[config.mk]
export PLATFORM = sky130hd
export DESIGN_NAME = rr_priority_arbiter_flat
export DESIGN_NICKNAME = d
export VERILOG_FILES = /design/src/rtl/rr_arb_pkg.sv /design/src/rtl/rr_priority_arbiter_if.sv /design/src/rtl/rr_priority_arbiter_prio_pick.sv /design/src/rtl/rr_priority_arbiter.sv /design/src/flat_wrapper.sv
export SDC_FILE = /design/constraint.sdc
export NUM_CORES = 1
export LEC_CHECK = 0
export BUFFER_PORTS_ARGS = -buffer_cell sky130_fd_sc_hd__clkbuf_2
export CAP_MARGIN = 0
export CORE_AREA = 2 2 39 41
export CTS_CLUSTER_DIAMETER = 50
export DETAILED_ROUTE_END_ITERATION = 8
export DIE_AREA = 0 0 41 43
export MAX_ROUTING_LAYER = met4
export PLACE_DENSITY_LB_ADDON = 0.05
export SLEW_MARGIN = 20
export SYNTH_ARGS = -nofsm -noshare
export SYNTH_HDL_FRONTEND = slang
export SYNTH_SLANG_ARGS = --single-unit
[constraint.sdc]
create_clock -name clk -period 1.6 [get_ports clk]
set_input_delay 0.08 -clock clk [delete_from_list [all_inputs] [get_ports clk]]
set_output_delay 0.08 -clock clk [all_outputs]
set_load 0.01 [all_outputs]
[src/rtl/rr_arb_pkg.sv]
// Shared encodings for the round-robin / fixed-priority arbiter.
// Optional feature macro: ARB_HOLD_TIMEOUT_EN (hold-time limit).
package rr_arb_pkg;

    typedef enum logic {
        ST_IDLE  = 1'b0,
        ST_OWNED = 1'b1
    } state_e;

    localparam logic MODE_FIXED = 1'b0;
    localparam logic MODE_RR    = 1'b1;

    localparam int HOLD_CW = 8;

endpackage

[src/rtl/rr_priority_arbiter_if.sv]
// Requester-side bundle: mode, request vector and registered grant outputs.
// master = requester side, slave = arbiter side.
interface rr_priority_arbiter_if #(
    parameter int N = 4
) ();
    localparam int IDXW = $clog2(N);

    logic            mode;
    logic [N-1:0]    req;
    logic [N-1:0]    gnt;
    logic [IDXW-1:0] gnt_idx;
    logic            gnt_valid;

    modport master (
        output mode,
        output req,
        input  gnt,
        input  gnt_idx,
        input  gnt_valid
    );

    modport slave (
        input  mode,
        input  req,
        output gnt,
        output gnt_idx,
        output gnt_valid
    );
endinterface

[src/rtl/rr_priority_arbiter_prio_pick.sv]
// Combinational lowest-index picker over an N-bit vector.
// found is low and idx is 0 when the vector is empty.
module prio_pick #(
    parameter int N    = 4,
    parameter int IDXW = $clog2(N)
) (
    input  logic [N-1:0]    vec_i,
    output logic [IDXW-1:0] idx_o,
    output logic            found_o
);

    // Scan from the top so the lowest set bit is the last one written
    always_comb begin
        idx_o   = '0;
        found_o = 1'b0;
        for (int i = N - 1; i >= 0; i--) begin
            if (vec_i[i]) begin
                idx_o   = IDXW'(i);
                found_o = 1'b1;
            end
        end
    end

endmodule

[src/rtl/rr_priority_arbiter.sv]
// N-requester arbiter with grant ownership, fixed/round-robin modes.
// Optional feature macro: ARB_HOLD_TIMEOUT_EN (force re-arbitration after MAX_HOLD cycles).
module rr_priority_arbiter
    import rr_arb_pkg::*;
#(
    parameter int N        = 4,
    parameter int MAX_HOLD = 16
) (
    input  logic                 clk,
    input  logic                 rst_n,
    rr_priority_arbiter_if.slave arb
);

    localparam int IDXW = $clog2(N);

    if (N < 2 || N > 32) begin : g_bad_n
        $error("rr_priority_arbiter: N must be within 2..32");
    end
    if (MAX_HOLD < 1 || MAX_HOLD > 255) begin : g_bad_hold
        $error("rr_priority_arbiter: MAX_HOLD must be within 1..255");
    end

    state_e          state_q, state_d;
    logic [N-1:0]    gnt_q, gnt_d;
    logic [IDXW-1:0] idx_q, idx_d;
    logic            valid_q, valid_d;
    logic [IDXW-1:0] rr_ptr_q, rr_ptr_d;

    logic            owner_req;
    logic            release_w;
    logic            arb_w;
    logic [N-1:0]    cand;
    logic [N-1:0]    masked;
    logic [IDXW-1:0] m_idx, r_idx, win;
    logic            m_found, r_found;

`ifdef ARB_HOLD_TIMEOUT_EN
    logic [HOLD_CW-1:0] hold_cnt_q, hold_cnt_d;
    logic               force_w;
    logic [N-1:0]       others;
`endif

    // Decide whether this cycle is an arbitration point and which requests compete
    always_comb begin
        owner_req = arb.req[idx_q];
        release_w = (state_q == ST_OWNED) && !owner_req;
`ifdef ARB_HOLD_TIMEOUT_EN
        force_w = (state_q == ST_OWNED) && owner_req
                  && (hold_cnt_q == HOLD_CW'(MAX_HOLD - 1));
        others  = arb.req & ~gnt_q;
        // Owner steps aside for one pick, unless nobody else is asking
        cand    = (force_w && (|others)) ? others : arb.req;
        arb_w   = (state_q == ST_IDLE) || release_w || force_w;
`else
        cand    = arb.req;
        arb_w   = (state_q == ST_IDLE) || release_w;
`endif
        for (int i = 0; i < N; i++) begin
            masked[i] = cand[i] && (i >= int'(rr_ptr_q));
        end
    end

    prio_pick #(.N(N), .IDXW(IDXW)) u_pick_masked (
        .vec_i   (masked),
        .idx_o   (m_idx),
        .found_o (m_found)
    );

    prio_pick #(.N(N), .IDXW(IDXW)) u_pick_raw (
        .vec_i   (cand),
        .idx_o   (r_idx),
        .found_o (r_found)
    );

    // Round robin falls back to the raw pick when nothing sits at or above rr_ptr
    always_comb begin
        win = r_idx;
        if (arb.mode == MODE_RR && m_found) begin
            win = m_idx;
        end
    end

    // Next-state: hold the owner, hand off, or drop to idle
    always_comb begin
        state_d  = state_q;
        gnt_d    = gnt_q;
        idx_d    = idx_q;
        valid_d  = valid_q;
        rr_ptr_d = rr_ptr_q;
`ifdef ARB_HOLD_TIMEOUT_EN
        hold_cnt_d = hold_cnt_q + HOLD_CW'(1);
`endif
        if (arb_w) begin
`ifdef ARB_HOLD_TIMEOUT_EN
            hold_cnt_d = '0;
`endif
            if (r_found) begin
                state_d    = ST_OWNED;
                gnt_d      = '0;
                gnt_d[win] = 1'b1;
                idx_d      = win;
                valid_d    = 1'b1;
                rr_ptr_d   = (win == IDXW'(N - 1)) ? '0 : win + IDXW'(1);
            end else begin
                state_d = ST_IDLE;
                gnt_d   = '0;
                idx_d   = '0;
                valid_d = 1'b0;
            end
        end
    end

    // Grant FSM with registered outputs
    always_ff @(posedge clk or negedge rst_n) begin
        if (!rst_n) begin
            state_q  <= ST_IDLE;
            gnt_q    <= '0;
            idx_q    <= '0;
            valid_q  <= 1'b0;
            rr_ptr_q <= '0;
`ifdef ARB_HOLD_TIMEOUT_EN
            hold_cnt_q <= '0;
`endif
        end else begin
            state_q  <= state_d;
            gnt_q    <= gnt_d;
            idx_q    <= idx_d;
            valid_q  <= valid_d;
            rr_ptr_q <= rr_ptr_d;
`ifdef ARB_HOLD_TIMEOUT_EN
            hold_cnt_q <= hold_cnt_d;
`endif
        end
    end

    assign arb.gnt       = gnt_q;
    assign arb.gnt_idx   = idx_q;
    assign arb.gnt_valid = valid_q;

endmodule
[src/flat_wrapper.sv]
// flat-port wrapper written by rule: the top's interface ports become plain ports
module rr_priority_arbiter_flat import rr_arb_pkg::*;
#(
    parameter int N        = 4,
    parameter int MAX_HOLD = 16
)
  (clk, rst_n, arb_mode, arb_req, arb_gnt, arb_gnt_idx, arb_gnt_valid);
  rr_priority_arbiter_if #(.N(N)) arb_i ();
  input  logic clk;
  input  logic rst_n;
  input wire logic [$bits(arb_i.mode)-1:0] arb_mode;
  input wire logic [$bits(arb_i.req)-1:0] arb_req;
  output wire logic [$bits(arb_i.gnt)-1:0] arb_gnt;
  output wire logic [$bits(arb_i.gnt_idx)-1:0] arb_gnt_idx;
  output wire logic [$bits(arb_i.gnt_valid)-1:0] arb_gnt_valid;
  assign arb_i.mode = arb_mode;
  assign arb_i.req = arb_req;
  assign arb_gnt = arb_i.gnt;
  assign arb_gnt_idx = arb_i.gnt_idx;
  assign arb_gnt_valid = arb_i.gnt_valid;
  rr_priority_arbiter #(.N(N), .MAX_HOLD(MAX_HOLD)) u_core (.clk(clk), .rst_n(rst_n), .arb(arb_i));
endmodule
==> results by group <==
STA
  – Fin. Hold Viols: 0
  – Slew Limit Fails: 0
  – Final period util: 1.05
  – Final hold slack: 0.202 ns
  – Maximum clock rate: 0.593 GHz
  – Final number of setup-violating endpoints: 3
  – Tightest Pin Transition: 0.301 ns
  – Worst setup margin: -0.0858 ns
  – RSZ-0062 raised after global routing: yes
  – Total negative setup slack: -0.101 ns
  – Min cycle time layout: ~1.7 ns
  – Clock skew: 0.00248 ns
  – Slew HR: 0.799

Yosys
  – Largest family of logic cells by synthesized area: simple AND/OR/NAND/NOR gates
  – Synth area leaders: dfrtp_1 (42%), ha_1 (9.3%), nand3_1 (7.4%)
  – Post-Synthesis Cells: 54
  – Synth top area share: 0.417
  – Mux contribution to synthesized area: 0.130
  – Synth Area in Compound Gates: 0.104
  – Distinct cells, synth: 16
  – Warnings, synthesis: 0
  – Post-synthesis simple-gate area fraction: 0.243
  – Sequential share of the synthesized area: 0.417
  – Synth Area per Inst: 10.0 µm²
  – Synth Area in XOR/XNOR: 0
  – Adder-Cell Fraction of Synth Area: 0.0926
  – Syn nets: 65
  – Post-synthesis register bit count: 9
  – Post-Syn Area: 541 µm²
  – Area leader, netlist: dfrtp_1

Final layout
  – P&R area growth vs syn: 49.3%
  – Nets: 92
  – Antenna diodes: 0
  – Fraction of layout cells with a size suffix above 1: 0.525

Outcome
  – Violated checks: negative setup slack
  – Outcome: complete, but fails checks

Detailed routing
  – Drt wl/cell: 12.4 µm
  – Via Count: 490
  – Initial DRT Pass Iterations: 2
  – Initial drt markers: 1
  – Remaining DRCs: 0
  – Vias/cell: a little over 5
  – Antenna viol nets, final: 0
  – WL final: between 1000 and 1500 µm

GRT
  – First-pass GRT wire length: 2220 µm
  – Pin count of the biggest net entering global routing: 10
  – Number of global-route vias before repair: 511
  – Global Route Usage Sum: 0.186
  – Initial antenna violation count: 0
  – Grt total ovfl: 0

Floorplan
  – DIE AREA: between 1500 and 2000 µm²
  – Core area: 1380 µm²
  – Die X: 41 µm
  – Initial core utilization: 0.391
  – I/O Pins: 14
  – Row cnt: 14
  – Die H: 43 µm

Power and ir drop
  – Sw Share: 0.379
  – Flop pwr share: 0.315
  – Pwr dens: 1600 nW/µm²
  – Switching power: ~0.5 mW
  – Total leakage power: 0.387 nW
  – Max VDD drop: between 0.7 and 0.8 mV
  – Part of the power in the clock network: 0.139
  – Comb pwr share: 0.546
  – Power Internal: 0.800 mW

CTS
  – Worst-skew pair later-pin latency: 0.26 ns
  – Root buf cell: clkbuf_4
  – # H-tree levels: 1
  – Clock sink total: 9
  – CTS tree: yes
  – Clk buf depth: 2
  – Worst-path clk slew: 0.07 ns
  – Number of CTS-inserted buffers: 3

Critical path
  – CP Data Arrival Time: 1.83 ns
  – CP Max Fanout: 5
  – Startpoint types: register
  – Worst-path cell with the longest stage delay: dfrtp_2
  – Worst Setup End Kind: register
  – Worst Path Class, Setup: reg -> reg
  – Slowest stage delay, CP: ~0.44 ns
  – Critical path cell sequence: o32ai_2 -> o21ai_1 -> mux2i_2 -> ha_1 -> mux2_4
  – Worst EP required: between 1.5 and 2 ns

Placement
  – Global placer's final weighted congestion: 0.758
  – Port Buf Inserts: 13
  – HPWL Detailed: ~940 µm

Run
  – Max capacitance violation total: 0

Min path
  – Worst min path class: in -> async
[cells in the final DEF (no fill, tap or decap), types with 2 or more instances in the layout]
| cell | Yosys | final |
|---|---|---|
| mux2_4 | 1 | 2 |
| buf_4 | 0 | 6 |
| o21ai_1 | 0 | 3 |
| clkbuf_4 | 0 | 3 |
| dfrtp_1 | 9 | 8 |
| nor2_1 | 2 | 2 |
| buf_6 | 0 | 2 |
| nor2b_1 | 5 | 4 |
| nand3_1 | 8 | 5 |
| ha_4 | 0 | 3 |
| clkbuf_2 | 0 | 13 |
| nand2_4 | 2 | 2 |
| nand3_2 | 0 | 3 |
| nand2_1 | 8 | 8 |
[power by group through the flow]
stage               combinational [mW]  sequential [mW]  clock (mW)
global placement                 0.575            0.402           0
global route                     0.785            0.425       0.198
floorplan                        0.311            0.422           0
CTS                              0.681            0.404       0.179
detailed placement               0.585            0.407           0
finish                           0.703            0.405       0.179
[per-layer routing]
metal  GRT usage  wire length [µm]
met5           -                 0
met1       0.248               526
met2       0.269               604
met4      0.0600                13
met3      0.0471                50
[worst max-delay path: cells and delay by family (launching register included)]
family,cells,cell delay [ns]
multiplexers,2,0.49
AO/OA/AOI/OAI,2,0.38
flip-flops,1,0.44
adder cells (fa/ha/maj),1,0.27
[cell usage after synthesis]
cell,n
o32ai_1,1
nor2_1,2
nand2_4,2
a21boi_0,2
dfrtp_1,9
nor2b_1,5
mux4_2,1
o21ai_0,5
inv_1,2
mux2_2,2
o21bai_1,1
mux2_4,1
nand3_1,8
ha_1,4
nand2_1,8
mux2i_1,1
[metrics by stage]
step / cell area (µm²) / setup WS [ns] / instances / total power [mW] / utilization
floorplan: 544 / -0.0222 / 54 / 0.733 / -
global placement: 682 / -0.0774 / 90 / 0.977 / 0.493
detailed placement: 682 / -0.106 / 90 / 0.991 / 0.493
CTS: 795 / -0.0977 / 97 / 1.26 / 0.574
global route: 807 / -0.190 / 96 / 1.41 / 0.583
finish: 807 / -0.0858 / 96 / 1.29 / 0.583
[worst paths after layout]
path	from	end	slack (ns)	cells after the start
worst max-delay path	u_core.rr_ptr_q[1]$_DFFE_PN0P_	u_core.rr_ptr_q[1]$_DFFE_PN0P_	-0.09	5
min in group clk	arb_req[0]	u_core.state_q$_DFFE_PN0N_	0.32	3
worst min-delay path	rst_n	u_core.arb.gnt[1]$_DFFE_PN0N_	0.20	2
worst min register to register	u_core.arb.gnt[1]$_DFFE_PN0N_	u_core.arb.gnt[1]$_DFFE_PN0N_	0.50	2
max in group asynchronous	rst_n	u_core.rr_ptr_q[1]$_DFFE_PN0P_	1.19	2
worst max register to register	u_core.rr_ptr_q[1]$_DFFE_PN0P_	u_core.rr_ptr_q[1]$_DFFE_PN0P_	-0.09	5
[state kept, by name (all words and copies together) (netlist names)]
name / flops
u_core.state_q: 1
u_core.arb.gnt_idx: 2
u_core.rr_ptr_q: 2
u_core.arb.gnt: 4
[cell families after synthesis]
kind of cell | after synthesis
AOI/OAI and AO/OA | 9
adders and majority gates | 4
buffers and inverters | 2
DFF | 9
muxes | 5
and+or+nand+nor | 25
[cell type report]
| cell class | instances | area [µm²] |
|---|---|---|
| Multi-Input combinational cell | 43 | 382 |
| Sequential cell | 9 | 226 |
| Tap cell | 16 | 20.0 |
| Clock buffer | 4 | 26.3 |
| Timing Repair Buffer | 22 | 143 |
| Fill cell | 128 | 577 |
| Inverter | 2 | 10.0 |
[repair_timing]
item,in CTS,in global routing
endpoints found under the setup margin,4,7
resized for setup,13,6
pin swaps,5,3
hold buffers,1,0
endpoints found under the hold margin,9,0
setup buffers,2,1
Note: power is estimated with default switching activity, not from simulation.
